[src/rtl/jk_drive_sequencer_if.sv]
`default_nettype none
// ============================================================================
//  Module   : jk_drive_sequencer_if
//  Purpose  : Bundles the command push port, the JK drive outputs, the slave
//             feedback and the status outputs of jk_drive_sequencer.
//  Ports    : master - command source / flop model (drives cmd_valid, cmd,
//                      dwell, qs_in)
//             slave  - the sequencer (drives cmd_ready, j, k, busy, exp_q,
//                      mismatch, err_count, fifo_count)
//  Revision : 1.0 - initial release
// ============================================================================
interface jk_drive_sequencer_if #(
  parameter int DEPTH = 4,
  parameter int CNTW  = 8
);
  localparam int CW = $clog2(DEPTH) + 1;

  logic            cmd_valid;
  logic [1:0]      cmd;
  logic [3:0]      dwell;
  logic            cmd_ready;
  logic            j;
  logic            k;
  logic            qs_in;
  logic            busy;
  logic            exp_q;
  logic            mismatch;
  logic [CNTW-1:0] err_count;
  logic [CW-1:0]   fifo_count;

  modport master (
    output cmd_valid, cmd, dwell, qs_in,
    input  cmd_ready, j, k, busy, exp_q, mismatch, err_count, fifo_count
  );

  modport slave (
    input  cmd_valid, cmd, dwell, qs_in,
    output cmd_ready, j, k, busy, exp_q, mismatch, err_count, fifo_count
  );
endinterface
`default_nettype wire

[src/rtl/jk_drive_sequencer.sv]
`default_nettype none
// ============================================================================
//  Module   : jk_drive_sequencer
//  Purpose  : Queues JK commands (hold/reset/set/toggle + dwell) in a small
//             FIFO, drives each onto j/k for dwell+1 cycles, predicts the
//             downstream flop state and checks the fed-back slave output.
//  Ports    : clk  - single rising-edge clock
//             rst  - synchronous active-high reset
//             bus  - jk_drive_sequencer_if.slave (command push, j/k drive,
//                    qs_in feedback, busy/exp_q/mismatch/err_count/fifo_count)
//  Revision : 1.0 - initial release
// ============================================================================
module jk_drive_sequencer #(
  parameter int DEPTH = 4,
  parameter int CNTW  = 8
) (
  input wire clk,
  input wire rst,
  jk_drive_sequencer_if.slave bus
);

  localparam int AW = $clog2(DEPTH);
  localparam int CW = AW + 1;

  typedef enum logic [1:0] {
    S_IDLE  = 2'd0,
    S_DRIVE = 2'd1,
    S_CHECK = 2'd2
  } state_t;

  state_t state_q, state_d;

  // ---------------------------------------------------------------- FIFO ----
  logic [5:0]    mem_q [DEPTH];
  logic [AW-1:0] wr_ptr_q, rd_ptr_q;
  logic [CW-1:0] count_q, count_d;
  logic          ready_q;
  logic          w_push, w_pop;
  logic [5:0]    w_head;

  assign w_push = bus.cmd_valid & ready_q;
  assign w_head = mem_q[rd_ptr_q];

  always_comb begin
    count_d = count_q;
    case ({w_push, w_pop})
      2'b10:   count_d = count_q + 1'b1;
      2'b01:   count_d = count_q - 1'b1;
      default: count_d = count_q;
    endcase
  end

  // Storage needs no reset: occupancy alone says which entries are valid.
  always_ff @(posedge clk) begin
    if (w_push) mem_q[wr_ptr_q] <= {bus.cmd, bus.dwell};
  end

  // ready is registered from the next occupancy so it never depends on
  // cmd_valid within the same cycle. Pointers wrap naturally (DEPTH = 2^AW).
  always_ff @(posedge clk) begin
    if (rst) begin
      wr_ptr_q <= '0;
      rd_ptr_q <= '0;
      count_q  <= '0;
      ready_q  <= 1'b1;
    end else begin
      if (w_push) wr_ptr_q <= wr_ptr_q + 1'b1;
      if (w_pop)  rd_ptr_q <= rd_ptr_q + 1'b1;
      count_q <= count_d;
      ready_q <= (count_d != CW'(DEPTH));
    end
  end

  // ----------------------------------------------------------------- FSM ----
  logic [3:0] cnt_q;
  logic       w_drive_done;
  logic       w_check;

  always_ff @(posedge clk) begin
    if (rst) state_q <= S_IDLE;
    else     state_q <= state_d;
  end

  always_comb begin
    state_d      = state_q;
    w_pop        = 1'b0;
    w_drive_done = 1'b0;
    w_check      = 1'b0;
    case (state_q)
      S_IDLE: begin
        if (count_q != '0) begin
          w_pop   = 1'b1;
          state_d = S_DRIVE;
        end
      end
      S_DRIVE: begin
        if (cnt_q == 4'd0) begin
          w_drive_done = 1'b1;
          state_d      = S_CHECK;
        end
      end
      S_CHECK: begin
        w_check = 1'b1;
        state_d = S_IDLE;
      end
      default: state_d = S_IDLE;
    endcase
  end

  // ------------------------------------------------------------ datapath ----
  logic [1:0]      cmd_cur_q;
  logic            tog_par_q;   // (dwell+1) mod 2 of the command in flight
  logic            j_q, k_q;
  logic            exp_q, known_q;
  logic [CNTW-1:0] err_q;
  logic            w_mismatch;

  // Compared against the already-updated prediction; reset suppresses the
  // check so an aborted CHECK never reports.
  assign w_mismatch = w_check & known_q & (bus.qs_in != exp_q) & ~rst;

  always_ff @(posedge clk) begin
    if (rst) begin
      cnt_q     <= 4'd0;
      cmd_cur_q <= 2'b00;
      tog_par_q <= 1'b0;
      j_q       <= 1'b0;
      k_q       <= 1'b0;
      exp_q     <= 1'b0;
      known_q   <= 1'b0;
      err_q     <= '0;
    end else begin
      if (w_pop) begin
        cmd_cur_q <= w_head[5:4];
        tog_par_q <= ~w_head[0];
        cnt_q     <= w_head[3:0];
        j_q       <= w_head[5];   // set/toggle drive j
        k_q       <= w_head[4];   // reset/toggle drive k
      end else if (w_drive_done) begin
        j_q <= 1'b0;
        k_q <= 1'b0;
        case (cmd_cur_q)
          2'b01: begin exp_q <= 1'b0; known_q <= 1'b1; end
          2'b10: begin exp_q <= 1'b1; known_q <= 1'b1; end
          2'b11: exp_q <= exp_q ^ tog_par_q;
          default: ;
        endcase
      end else if (state_q == S_DRIVE) begin
        cnt_q <= cnt_q - 1'b1;
      end
      if (w_mismatch && (err_q != {CNTW{1'b1}})) err_q <= err_q + 1'b1;
    end
  end

  // ------------------------------------------------------------- outputs ----
  assign bus.cmd_ready  = ready_q;
  assign bus.fifo_count = count_q;
  assign bus.j          = j_q;
  assign bus.k          = k_q;
  assign bus.busy       = (state_q != S_IDLE);
  assign bus.exp_q      = exp_q;
  assign bus.mismatch   = w_mismatch;
  assign bus.err_count  = err_q;

endmodule
`default_nettype wire

[src/flat_wrapper.sv]
// flat-port wrapper written by rule: the top's interface ports become plain ports
module jk_drive_sequencer_flat 
#(
  parameter int DEPTH = 4,
  parameter int CNTW  = 8
)
  (clk, rst, bus_cmd_valid, bus_cmd, bus_dwell, bus_qs_in, bus_cmd_ready, bus_j, bus_k, bus_busy, bus_exp_q, bus_mismatch, bus_err_count, bus_fifo_count);
  jk_drive_sequencer_if #(.DEPTH(DEPTH), .CNTW(CNTW)) bus_i ();
  input wire clk;
  input wire rst;
  input wire logic [$bits(bus_i.cmd_valid)-1:0] bus_cmd_valid;
  input wire logic [$bits(bus_i.cmd)-1:0] bus_cmd;
  input wire logic [$bits(bus_i.dwell)-1:0] bus_dwell;
  input wire logic [$bits(bus_i.qs_in)-1:0] bus_qs_in;
  output wire logic [$bits(bus_i.cmd_ready)-1:0] bus_cmd_ready;
  output wire logic [$bits(bus_i.j)-1:0] bus_j;
  output wire logic [$bits(bus_i.k)-1:0] bus_k;
  output wire logic [$bits(bus_i.busy)-1:0] bus_busy;
  output wire logic [$bits(bus_i.exp_q)-1:0] bus_exp_q;
  output wire logic [$bits(bus_i.mismatch)-1:0] bus_mismatch;
  output wire logic [$bits(bus_i.err_count)-1:0] bus_err_count;
  output wire logic [$bits(bus_i.fifo_count)-1:0] bus_fifo_count;
  assign bus_i.cmd_valid = bus_cmd_valid;
  assign bus_i.cmd = bus_cmd;
  assign bus_i.dwell = bus_dwell;
  assign bus_i.qs_in = bus_qs_in;
  assign bus_cmd_ready = bus_i.cmd_ready;
  assign bus_j = bus_i.j;
  assign bus_k = bus_i.k;
  assign bus_busy = bus_i.busy;
  assign bus_exp_q = bus_i.exp_q;
  assign bus_mismatch = bus_i.mismatch;
  assign bus_err_count = bus_i.err_count;
  assign bus_fifo_count = bus_i.fifo_count;
  jk_drive_sequencer #(.DEPTH(DEPTH), .CNTW(CNTW)) u_core (.clk(clk), .rst(rst), .bus(bus_i));
endmodule
[config.mk]
export PLATFORM = sky130hd
export DESIGN_NAME = jk_drive_sequencer_flat
export DESIGN_NICKNAME = d
export VERILOG_FILES = /design/src/rtl/jk_drive_sequencer_if.sv /design/src/rtl/jk_drive_sequencer.sv /design/src/flat_wrapper.sv
export SDC_FILE = /design/constraint.sdc
export NUM_CORES = 1
export LEC_CHECK = 0
export ABC_AREA = 1
export CAP_MARGIN = 30
export CORE_UTILIZATION = 50
export DETAILED_ROUTE_END_ITERATION = 8
export DONT_BUFFER_PORTS = 1
export PLACE_DENSITY_LB_ADDON = 0.3
export SLEW_MARGIN = 10
export SYNTH_ARGS = -nofsm -noshare
export SYNTH_HDL_FRONTEND = slang
export SYNTH_SLANG_ARGS = --single-unit
export TNS_END_PERCENT = 100
[constraint.sdc]
create_clock -name clk -period 2 [get_ports clk]
set_clock_uncertainty 0.05 [all_clocks]
set_input_delay 0.2 -clock clk [delete_from_list [all_inputs] [get_ports clk]]
set_output_delay 0.2 -clock clk [all_outputs]
set_load 0.02 [all_outputs]
==> impl_results.md <==
- Outcome: completed
- Setup crit end: u_core.bus.cmd_ready$_SDFF_PP1_
- Seq/Total Area, Yosys: between 50% and 60%
- Synth Warn #: 0
- DR iter-0 viols: approximately 110
- CP max stage cell: dfxtp_1
- Grt ovf: 0
- Crit path max fanout: 2
- Horiz. Die Dim: ~74 um
- Number of I/O pins: 27
- Reg2reg start: u_core.bus.fifo_count[1]$_SDFF_PP0_
- Power per cell area: ~1200 nW/um^2
- H-tree level count: 2
- Max Buffers Root-to-Sink: 2
- FF-to-FF setup slack: roughly 0.16 ns
- Main area contributors after synthesis: edfxtp_1 27%, dfxtp_1 24%, nand2_1 12%, nor2_1 5.6%, inv_1 5.4%
- Initial antenna violation count: 0
- Most numerous cell in the Yosys netlist: nand2_1
- WL/cell: ~12 um
- Crit share post-route: between 90 and 100%
- Leak: 1.24 nW
- Rel. slew slack: between 50% and 60%
- Post-CTS setup buffers: 0
- DIE AREA: around 5500 um^2
- Drt pass-1 iters: 6
- Crit path cell chain: inv_1 -> nand2_1 -> nand2_2 -> inv_2 -> ha_1 -> inv_1 -> fa_2 -> inv_1 -> nand2_1 -> nand3_1 -> o21ai_0 -> a21oi_1 -> nand2_1
- Share of the synthesized area in the top cell type: between 20 and 30%
- Post-route minimum period: between 1.5 and 2 ns
- CTS tree: yes
- F_max: approximately 540 MHz
- Post-Syn Nets: ~330
- Critical Path Source: u_core.bus.fifo_count[1]$_SDFF_PP0_
- Fill cells: ~470
- Netlist cell types: 28
- Tightest Pin Transition: ~0.63 ns
- TritonCTS Buffers: 5
- Root buffer cell: clkbuf_8
- Std-Cell Core Area: 5070 um^2
- Worst Path Required: 2.15 ns
- DRC violations left: 0
- Post-DP HPWL: about 3500 um
- Synth Cell Area: around 2600 um^2
- R2r endpoint: u_core.bus.cmd_ready$_SDFF_PP1_
- RSZ-0062 raised after global routing: false
- Area delta synth->final: 12.0%
- Number of hold violations in the final report: 0
- Post-synth top area cell: edfxtp_1
- Largest net degree at the start of global routing: 18
- Most used flip-flop cell after synthesis: dfxtp_1
- Avg Cell Area, Syn: about 8.4 um^2
- Initial core utilization: just over 50%
- DRT antenna net count: 0
- Asr flop ratio synth: 0%
- Vias per cell: between 4 and 5
- Layout cells sized above 1: 11.3%
- Port Buffers: 0
- PnR Total Power: between 3 and 4 mW
- Peak VDD IR: just over 0.9 mV
- Hold crit path type: in -> reg
- Critical Path AT: between 1.5 and 2 ns
- Buf/Inv on CP: 4
- Die Ht: between 70 and 80 um
- Crit Path Class: reg -> reg
- Clk pin slew, worst setup/hold paths: about 0.1 ns
- Clock sinks: 55
- Cells after synthesis: around 310
- DR vias: 1980
- Post-synth top cells: 82 x nand2_1, 39 x nor2_1, 38 x inv_1
- DRT Wirelength: 4880 um
- Max_cap viols: 0
- CP Launch Type: flop
- Number of synthesized flops with an enable pin: 24
- Seq cells post-synth: 55
- Critical path depth: 13
- Final TNS setup: 0 ns
- Cell family with most CP delay: adder cells
- Core Rows: 26
- R2R cell count: 13
- Number of global-route vias before repair: 1833
- Worst-Skew Late Latency: between 0.3 and 0.4 ns
- CP max stage delay: 0.34 ns
- Fin. max-slew vios: 0
- Total Routing Usage GR: approximately a fifth
- Final Wtd Congestion: about 0.74
- Antenna Cells: 0
- Final setup fails: 0
- First-pass GRT wire length: around 7900 um
- Final nets: around 360
- Crit end category: flop
-- how the worst min path moves through the flow --
| stage | start | to | slack [ns] | cells after the start |
|---|---|---|---|---|
| detailed placement | rst | u_core.bus.err_count[4]$_SDFFE_PP0P_ | 0.22 | 1 |
| global route | rst | u_core.bus.err_count[1]$_SDFFE_PP0P_ | 0.01 | 3 |
| finish | rst | u_core.bus.exp_q$_SDFFE_PP0P_ | 0.009 | 3 |
| global placement | rst | u_core.bus.err_count[5]$_SDFFE_PP0P_ | 0.22 | 1 |
| floorplan | bus_dwell[0] | u_core.mem_q[0][0]$_DFFE_PP_ | 0.25 | 0 |
| CTS | rst | u_core.bus.exp_q$_SDFFE_PP0P_ | 0.01 | 3 |
-- per-stage QoR --
stage / utilization [%] / hold slack, ns / setup slack, ns / std cells / cell area [um^2]
after detailed placement: 54.6 / 0.222 / 0.0923 / 390 / 2770
after floorplan: - / 0.249 / 0.00590 / 312 / 2630
after global routing: 57.9 / 0.0137 / 0.0161 / 405 / 2940
final: 57.9 / 0.00862 / 0.158 / 405 / 2940
after global placement: 54.6 / 0.222 / 0.186 / 390 / 2770
after CTS: 57.8 / 0.00950 / 0.0817 / 405 / 2930
-- registers in the layout (all words and copies together), names as in the netlist, named ones only --
register and flops:
u_core.wr_ptr_q 2, u_core.bus.fifo_count 3, u_core.bus.k 1, u_core.bus.err_count 8
u_core.state_q 2, u_core.cnt_q 4, u_core.bus.j 1, u_core.cmd_cur_q 2
u_core.known_q 1, u_core.rd_ptr_q 2, u_core.bus.cmd_ready 1, u_core.mem_q 24
u_core.bus.exp_q 1, u_core.tog_par_q 1
-- final cells by class --
| class | instances | area (um^2) | area share (%) |
|---|---|---|---|
| clock inverters | 3 | 20.0 | 0.681 |
| multi-input cells | 210 | 1090 | 37.0 |
| flip-flops and latches | 55 | 1340 | 45.6 |
| clock buffers | 5 | 68.8 | 2.34 |
| well taps | 70 | 87.6 | 2.98 |
| repair buffers | 21 | 175 | 5.96 |
| inverters | 41 | 160 | 5.45 |
-- cells by family after synthesis --
kind of cell / synth area share (%)
xor gates and xnor gates: 1.33
AOI/OAI and AO/OA: 7.53
and+or+nand+nor: 26.2
DFF: 51.1
buffers and inverters: 7.82
adders and majority gates: 6.01
-- power by group --
group / switching (mW) / total [mW] / leakage (nW) / internal (mW)
Sequential: 0.162 / 1.55 / 0.474 / 1.39
Clock: 0.357 / 0.602 / 0.0418 / 0.245
Combinational: 0.848 / 1.36 / 0.724 / 0.512
Total: 1.37 / 3.51 / 1.24 / 2.15
-- worst min-delay path: stages --
cell and delay [ns]:
inv_6 0.04, nand2_1 0.06, nor2_1 0.03
-- per-layer routing --
metal,GRT usage (%),part of all wire (%)
met4,7.13,1.8
met5,0,0
met3,4.47,4.5
met1,26.8,47
met2,29.2,47
-- repair_timing --
| item | CTS | global route |
|---|---|---|
| hold endpoints to repair | 39 | 0 |
| hold buffers | 7 | 0 |
| gates resized for setup | 0 | 4 |
| endpoints found under the setup margin | 0 | 1 |
-- placed cells by master, fill, tap and decap left out, drive strengths merged --
master,synthesis,layout
a21o,1,1
a21oi,19,19
buf,6,14
clkbuf,0,5
clkinv,1,3
clkinvlp,0,1
dfxtp,31,31
dlygate4sd3,0,7
edfxtp,24,24
fa,1,1
ha,11,11
inv,40,40
nand2,85,85
nand3,28,28
nand3b,1,1
nor2,42,42
o21ai,16,16
o21bai,1,1
or2,1,1
xnor2,2,2
xor2,2,2
(Power assumes the default switching activity.)
